## src/rtl/instr_fetch_if.sv

```systemverilog
// Fetch-stage bus bundle: the instruction-memory request/response side and
// the valid/ready hand-off to decode, plus fetch status outputs.
interface instr_fetch_if #(
    parameter int CNT_W = 32
);
    logic [31:0]      mem_addr;
    logic             mem_hit;
    logic [31:0]      mem_q;
    logic             mem_clear;
    logic             mem_hold;
    logic             jump_valid;
    logic [31:0]      jump_addr;
    logic             out_valid;
    logic             out_ready;
    logic [31:0]      out_instr;
    logic [31:0]      out_pc;
    logic             misalign;
    logic [CNT_W-1:0] fetch_cnt;

    modport master (
        output mem_addr, mem_clear, mem_hold,
        input  mem_hit, mem_q,
        input  jump_valid, jump_addr,
        output out_valid, out_instr, out_pc,
        input  out_ready,
        output misalign, fetch_cnt
    );

    modport slave (
        input  mem_addr, mem_clear, mem_hold,
        output mem_hit, mem_q,
        output jump_valid, jump_addr,
        input  out_valid, out_instr, out_pc,
        output out_ready,
        input  misalign, fetch_cnt
    );
endinterface

```

## src/rtl/instr_fetch.sv

```systemverilog
// Fetch-stage requester: owns the PC, waits for the instruction memory to
// return a word, and hands {instr, pc} to decode over valid/ready.
//
//  state | meaning
//  BOOT  | first cycle after reset, memory output cleared, hits ignored
//  FETCH | normal fetching, one word per hit when decode can take it
//  STALL | word pending in memory while decode holds a word, memory frozen
//  FLUSH | redirect in progress, memory output cleared, hits ignored
module instr_fetch #(
    parameter logic [31:0] RESET_PC = 32'h0000_0000,
    parameter int          CNT_W    = 32
) (
    input  logic          clk,
    input  logic          reset,
    instr_fetch_if.master bus
);
    typedef enum logic [1:0] {BOOT, FETCH, STALL, FLUSH} state_t;

    state_t           state, state_nx;
    logic [31:0]      pc, pc_nx;
    logic             out_valid, out_valid_nx;
    logic [31:0]      out_instr, out_instr_nx;
    logic [31:0]      out_pc, out_pc_nx;
    logic             misalign, misalign_nx;
    logic [CNT_W-1:0] fetch_cnt, fetch_cnt_nx;
    logic             xfer;

    // A redirect kills any handshake in the same cycle, so the transfer
    // condition excludes jump_valid.
    assign xfer = out_valid & bus.out_ready & ~bus.jump_valid;

    // Next-state and datapath updates; redirect overrides every state.
    always_comb begin
        state_nx     = state;
        pc_nx        = pc;
        out_valid_nx = out_valid;
        out_instr_nx = out_instr;
        out_pc_nx    = out_pc;
        misalign_nx  = misalign;
        fetch_cnt_nx = fetch_cnt;

        if (xfer) begin
            fetch_cnt_nx = fetch_cnt + CNT_W'(1);
        end

        if (bus.jump_valid) begin
            pc_nx        = bus.jump_addr & ~32'h3;
            out_valid_nx = 1'b0;
            state_nx     = FLUSH;
            if (bus.jump_addr[1:0] != 2'b00) begin
                misalign_nx = 1'b1;
            end
        end else begin
            case (state)
                BOOT: begin
                    state_nx = FETCH;
                end
                FETCH: begin
                    if (bus.mem_hit) begin
                        if (!out_valid || bus.out_ready) begin
                            out_instr_nx = bus.mem_q;
                            out_pc_nx    = pc;
                            out_valid_nx = 1'b1;
                            pc_nx        = pc + 32'd4;
                        end else begin
                            state_nx = STALL;
                        end
                    end else begin
                        out_valid_nx = out_valid & ~bus.out_ready;
                    end
                end
                STALL: begin
                    // Memory has been holding the word since we entered STALL.
                    if (bus.out_ready) begin
                        out_instr_nx = bus.mem_q;
                        out_pc_nx    = pc;
                        out_valid_nx = 1'b1;
                        pc_nx        = pc + 32'd4;
                        state_nx     = FETCH;
                    end
                end
                FLUSH: begin
                    out_valid_nx = 1'b0;
                    state_nx     = FETCH;
                end
                default: begin
                    state_nx = FETCH;
                end
            endcase
        end
    end

    // State and datapath registers with synchronous reset.
    always_ff @(posedge clk) begin
        if (reset) begin
            state     <= BOOT;
            pc        <= RESET_PC;
            out_valid <= 1'b0;
            out_instr <= 32'h0;
            out_pc    <= 32'h0;
            misalign  <= 1'b0;
            fetch_cnt <= '0;
        end else begin
            state     <= state_nx;
            pc        <= pc_nx;
            out_valid <= out_valid_nx;
            out_instr <= out_instr_nx;
            out_pc    <= out_pc_nx;
            misalign  <= misalign_nx;
            fetch_cnt <= fetch_cnt_nx;
        end
    end

    assign bus.mem_addr  = pc;
    assign bus.mem_clear = reset | (state == BOOT) | (state == FLUSH);
    assign bus.mem_hold  = (state == STALL) & ~bus.out_ready;
    assign bus.out_valid = out_valid;
    assign bus.out_instr = out_instr;
    assign bus.out_pc    = out_pc;
    assign bus.misalign  = misalign;
    assign bus.fetch_cnt = fetch_cnt;
endmodule

```

## src/flat_wrapper.sv

```systemverilog
// flat-port wrapper written by rule: the top's interface ports become plain ports
module instr_fetch_flat 
#(
    parameter logic [31:0] RESET_PC = 32'h0000_0000,
    parameter int          CNT_W    = 32
)
  (clk, reset, bus_mem_addr, bus_mem_clear, bus_mem_hold, bus_mem_hit, bus_mem_q, bus_jump_valid, bus_jump_addr, bus_out_valid, bus_out_instr, bus_out_pc, bus_out_ready, bus_misalign, bus_fetch_cnt);
  instr_fetch_if #(.CNT_W(CNT_W)) bus_i ();
  input  logic clk;
  input  logic reset;
  output wire logic [$bits(bus_i.mem_addr)-1:0] bus_mem_addr;
  output wire logic [$bits(bus_i.mem_clear)-1:0] bus_mem_clear;
  output wire logic [$bits(bus_i.mem_hold)-1:0] bus_mem_hold;
  input wire logic [$bits(bus_i.mem_hit)-1:0] bus_mem_hit;
  input wire logic [$bits(bus_i.mem_q)-1:0] bus_mem_q;
  input wire logic [$bits(bus_i.jump_valid)-1:0] bus_jump_valid;
  input wire logic [$bits(bus_i.jump_addr)-1:0] bus_jump_addr;
  output wire logic [$bits(bus_i.out_valid)-1:0] bus_out_valid;
  output wire logic [$bits(bus_i.out_instr)-1:0] bus_out_instr;
  output wire logic [$bits(bus_i.out_pc)-1:0] bus_out_pc;
  input wire logic [$bits(bus_i.out_ready)-1:0] bus_out_ready;
  output wire logic [$bits(bus_i.misalign)-1:0] bus_misalign;
  output wire logic [$bits(bus_i.fetch_cnt)-1:0] bus_fetch_cnt;
  assign bus_mem_addr = bus_i.mem_addr;
  assign bus_mem_clear = bus_i.mem_clear;
  assign bus_mem_hold = bus_i.mem_hold;
  assign bus_i.mem_hit = bus_mem_hit;
  assign bus_i.mem_q = bus_mem_q;
  assign bus_i.jump_valid = bus_jump_valid;
  assign bus_i.jump_addr = bus_jump_addr;
  assign bus_out_valid = bus_i.out_valid;
  assign bus_out_instr = bus_i.out_instr;
  assign bus_out_pc = bus_i.out_pc;
  assign bus_i.out_ready = bus_out_ready;
  assign bus_misalign = bus_i.misalign;
  assign bus_fetch_cnt = bus_i.fetch_cnt;
  instr_fetch #(.RESET_PC(RESET_PC), .CNT_W(CNT_W)) u_core (.clk(clk), .reset(reset), .bus(bus_i));
endmodule
```

## config.mk

```make
export PLATFORM = sky130hd
export DESIGN_NAME = instr_fetch_flat
export DESIGN_NICKNAME = d
export VERILOG_FILES = /design/src/rtl/instr_fetch_if.sv /design/src/rtl/instr_fetch.sv /design/src/flat_wrapper.sv
export SDC_FILE = /design/constraint.sdc
export NUM_CORES = 1
export LEC_CHECK = 0
export ABC_AREA = 1
export ABC_CLOCK_PERIOD_IN_PS = 5150
export BUFFER_PORTS_ARGS = -buffer_cell sky130_fd_sc_hd__buf_2
export CORE_UTILIZATION = 55
export DETAILED_ROUTE_END_ITERATION = 16
export GPL_TIMING_DRIVEN = 0
export PLACE_DENSITY = 0.94
export SYNTH_ARGS = -nofsm -noshare
export SYNTH_HDL_FRONTEND = slang
export SYNTH_SLANG_ARGS = --single-unit
```

## constraint.sdc

```tcl
create_clock -name clk -period 5.15 [get_ports clk]
set_clock_uncertainty 0.05 [all_clocks]
set_input_delay 0 -clock clk [delete_from_list [all_inputs] [get_ports clk]]
set_output_delay 0 -clock clk [all_outputs]
set_load 0.05 [all_outputs]
```

==> metrics <==
status complete, no violations; Layout Utilization 0.805; Core Region 0.0108 sq mm; EDFF count, synth 0; type of the most critical hold path in -> reg; pwr/cell area ~330 mW/mm^2; ANT nets after route 0; H-tree Lvls 4; met3 wire len 2.66 mm; Crit path required time 5.53 ns; Post-Synth Adder-Cell Area 0.00407; Vias 7943; Die H between 100 and 150 um; post-synthesis mux area share 0; RD Place Congestion roughly 0.97; simple-gate portion of the synthesized area 0.351; crit-path max FO 5; routed wire length on met2 around 11 mm; Crit Path Class reg -> reg; die width around 110 um; Top Layer Used met4; global-route wire length before repair 37.1 mm; Pwr Total 2.86 mW; number of distinct library cells after synthesis 37; RR Startpoint u_core.bus.mem_addr[3]$_SDFFE_PP0P_; fin area a little under 0.009 sq mm; #FFs+latches synth roughly 130; CP Capture Type flop; CTS resizes 0; Synth Area in Compound Gates 0.126; WP data arrival 3.15 ns; deepest clock path buffer count 2; Skew-Pair Late Insertion Delay 0.55 ns; All-Layer GR Usage 0.421; sequential-to-total area share from yosys stat 0.417; fin nets 1302; Non-Filler Instances ~1400; Leak 4.02 nW; slack of the critical path approximately 2.4 ns; max frequency between 0.3 and 0.4 GHz; root buf cell clkbuf_8; vias per cell 5.74; peak supply drop about 0.34 mV; initial antenna violation count 0; grt total ovfl 0; hold path cells 5; Slew Limit Fails 0; vias in the first global route 7710; wire length per cell between 15 and 20 um; Hold Slack a little over 0.08 ns; Hold Path Origin bus_jump_valid; Synth Warn # 0; Worst slew margin 0.467; Clock transition at path regs ~0.06 ns; area delta synth->final 42.1%; DR pass1 iterations 9; MaxCap Viol Count 0; Synth Flop Type dfxtp_1; Num CTS Buffers 17; row count 38; syn_area_per_cell between 6 and 7 sq um; largest net degree at the start of global routing 17; R2R depth 10; hpwl dp ~14 mm; die area about 0.012 sq mm; main combinational cell family by area after synthesis simple AND/OR/NAND/NOR gates; # setup viols final 0; Layout fillers about 690; clk sink count between 100 and 150; Iteration-0 DRC Markers 866; number of placed I/O pins between 200 and 250; Post-Synth XOR/XNOR Area 0.0157; startpoint types flop; dpl ws just over 3 ns; post-synthesis cell area ~0.0061 sq mm; Tmin final between 2 and 3 ns; cell count after placement 1274; DP Area 0.00731 sq mm; WHS Endpoint u_core.bus.fetch_cnt[30]$_SDFFE_PP0P_; PortBufs slightly below 200; diode count 0; drc violations 0; layout cells sized above 1 0.212; M1 WL slightly above 8 mm; clock tree from TritonCTS built; count of final hold-check violations 0; Starting Density 0.567; Crit Reg-Reg Endpoint u_core.bus.mem_addr[12]$_SDFFE_PP0P_; fin crit share 0.537; Setup Fix Bufs, Post-CTS 0; Cells after Synth roughly 940; routed wire length between 20 and 25 mm; Post-synth ARST share 0; setup_tns 0 ns; worst-margin pin slew between 0.8 and 0.9 ns; RSZ-0062 raised after global routing no; setup slack, reg-to-reg between 2 and 2.5 ns
## worst max-delay path: stages (launching register included)
cell and delay, ns:
dfxtp_1 0.45, ha_1 0.28, nand2_1 0.08, nor2_1 0.25, nand2_1 0.13, nor2_1 0.44
xor2_1 0.19, nor2_1 0.05, nor2_1 0.10, nor2_1 0.05, dlygate4sd3_1 0.58
## cell usage after synthesis, types with 3 or more instances
master | number | share of area
a21oi_1 | 98 | 0.080
nand3_1 | 64 | 0.052
nor2_1 | 106 | 0.065
nor3b_1 | 3 | 0.0037
or2_2 | 4 | 0.0041
inv_1 | 83 | 0.051
buf_4 | 9 | 0.011
inv_2 | 3 | 0.0018
nand2_1 | 316 | 0.19
a211oi_1 | 3 | 0.0037
nor2_2 | 4 | 0.0041
o21bai_1 | 3 | 0.0037
dfxtp_1 | 128 | 0.42
xor2_1 | 8 | 0.011
nor3_1 | 11 | 0.0090
o21ai_0 | 30 | 0.024
clkbuf_1 | 17 | 0.010
nand4_1 | 6 | 0.0061
buf_2 | 12 | 0.0098
xnor2_1 | 3 | 0.0043
a31oi_1 | 3 | 0.0031
## area by class of cell
cell class,count,area (sq um),area share
repair buffers,273,1760,0.201
clock inverters,12,206,0.0237
inverters,87,328,0.0376
plain buffers,40,199,0.0228
clock buffers,20,435,0.0499
flip-flops and latches,128,2560,0.294
multi-input cells,684,3070,0.351
well taps,140,175,0.0201
## state kept, by name, indices dropped and copies added, names as in the netlist
register              cells
u_core.bus.fetch_cnt     32
u_core.bus.mem_addr      30
u_core.bus.misalign       1
u_core.bus.out_instr     32
u_core.bus.out_pc        30
u_core.bus.out_valid      1
u_core.state              2
## report_power, final
part	internal [mW]	switching, mW
clock network	0.851	0.470
logic	0.143	0.315
registers	1.03	0.0501
total	2.02	0.836
## what timing repair did
| action | 4_1_cts | 5_1_grt |
|---|---|---|
| endpoints found under the hold margin | 81 | 0 |
| hold buffers | 78 | 0 |
| setup endpoints to repair | 0 | 0 |
## cell families after synthesis
logic type,count (synthesis)
xor+xnor,11
buf+inv,127
compound gates,145
fa+ha+maj,2
simple gates,522
flops,128
other cells,1
## layout by cell type (no fill, tap or decap), types with 2 or more instances in the layout
cell type,n
xnor2_1,3
a21oi_1,98
nor3_1,11
inv_2,3
o21ai_0,30
conb_1,4
clkinvlp_4,4
xor2_1,8
nand3_1,64
a31oi_1,3
a21o_1,2
and3_1,2
o211a_1,2
nand4_1,6
nor3b_1,3
or2_2,4
nor2_2,4
buf_4,9
a211oi_1,3
nor2_1,106
nand2_1,316
dlygate4sd3_1,78
buf_2,207
buf_1,2
dfxtp_1,128
ha_1,2
clkbuf_8,2
bufinv_16,5
clkinv_4,2
clkbuf_16,16
inv_1,83
clkbuf_1,19
nand3b_1,2
o21bai_1,3
## metal layers
layer,global-route usage,up-vias
met5,0,-
met4,0.310,0
met3,0.151,176
met2,0.691,636
met1,0.442,3566
li1,-,3565
## how the worst max path moves through the flow
stage,startpoint,endpoint,slack [ns],cells after the start
detailed placement,u_core.bus.mem_addr[3]$_SDFFE_PP0P_,u_core.bus.mem_addr[12]$_SDFFE_PP0P_,3.08,9
global placement,u_core.bus.mem_addr[3]$_SDFFE_PP0P_,u_core.bus.mem_addr[12]$_SDFFE_PP0P_,3.14,9
finish,u_core.bus.mem_addr[3]$_SDFFE_PP0P_,u_core.bus.mem_addr[12]$_SDFFE_PP0P_,2.38,10
floorplan,u_core.bus.fetch_cnt[0]$_SDFFE_PP0P_,u_core.bus.fetch_cnt[24]$_SDFFE_PP0P_,3.08,8
CTS,u_core.bus.mem_addr[3]$_SDFFE_PP0P_,u_core.bus.mem_addr[12]$_SDFFE_PP0P_,2.51,10
global route,u_core.bus.mem_addr[3]$_SDFFE_PP0P_,u_core.bus.mem_addr[12]$_SDFFE_PP0P_,2.21,10
Power figures use the tool's default switching activity.
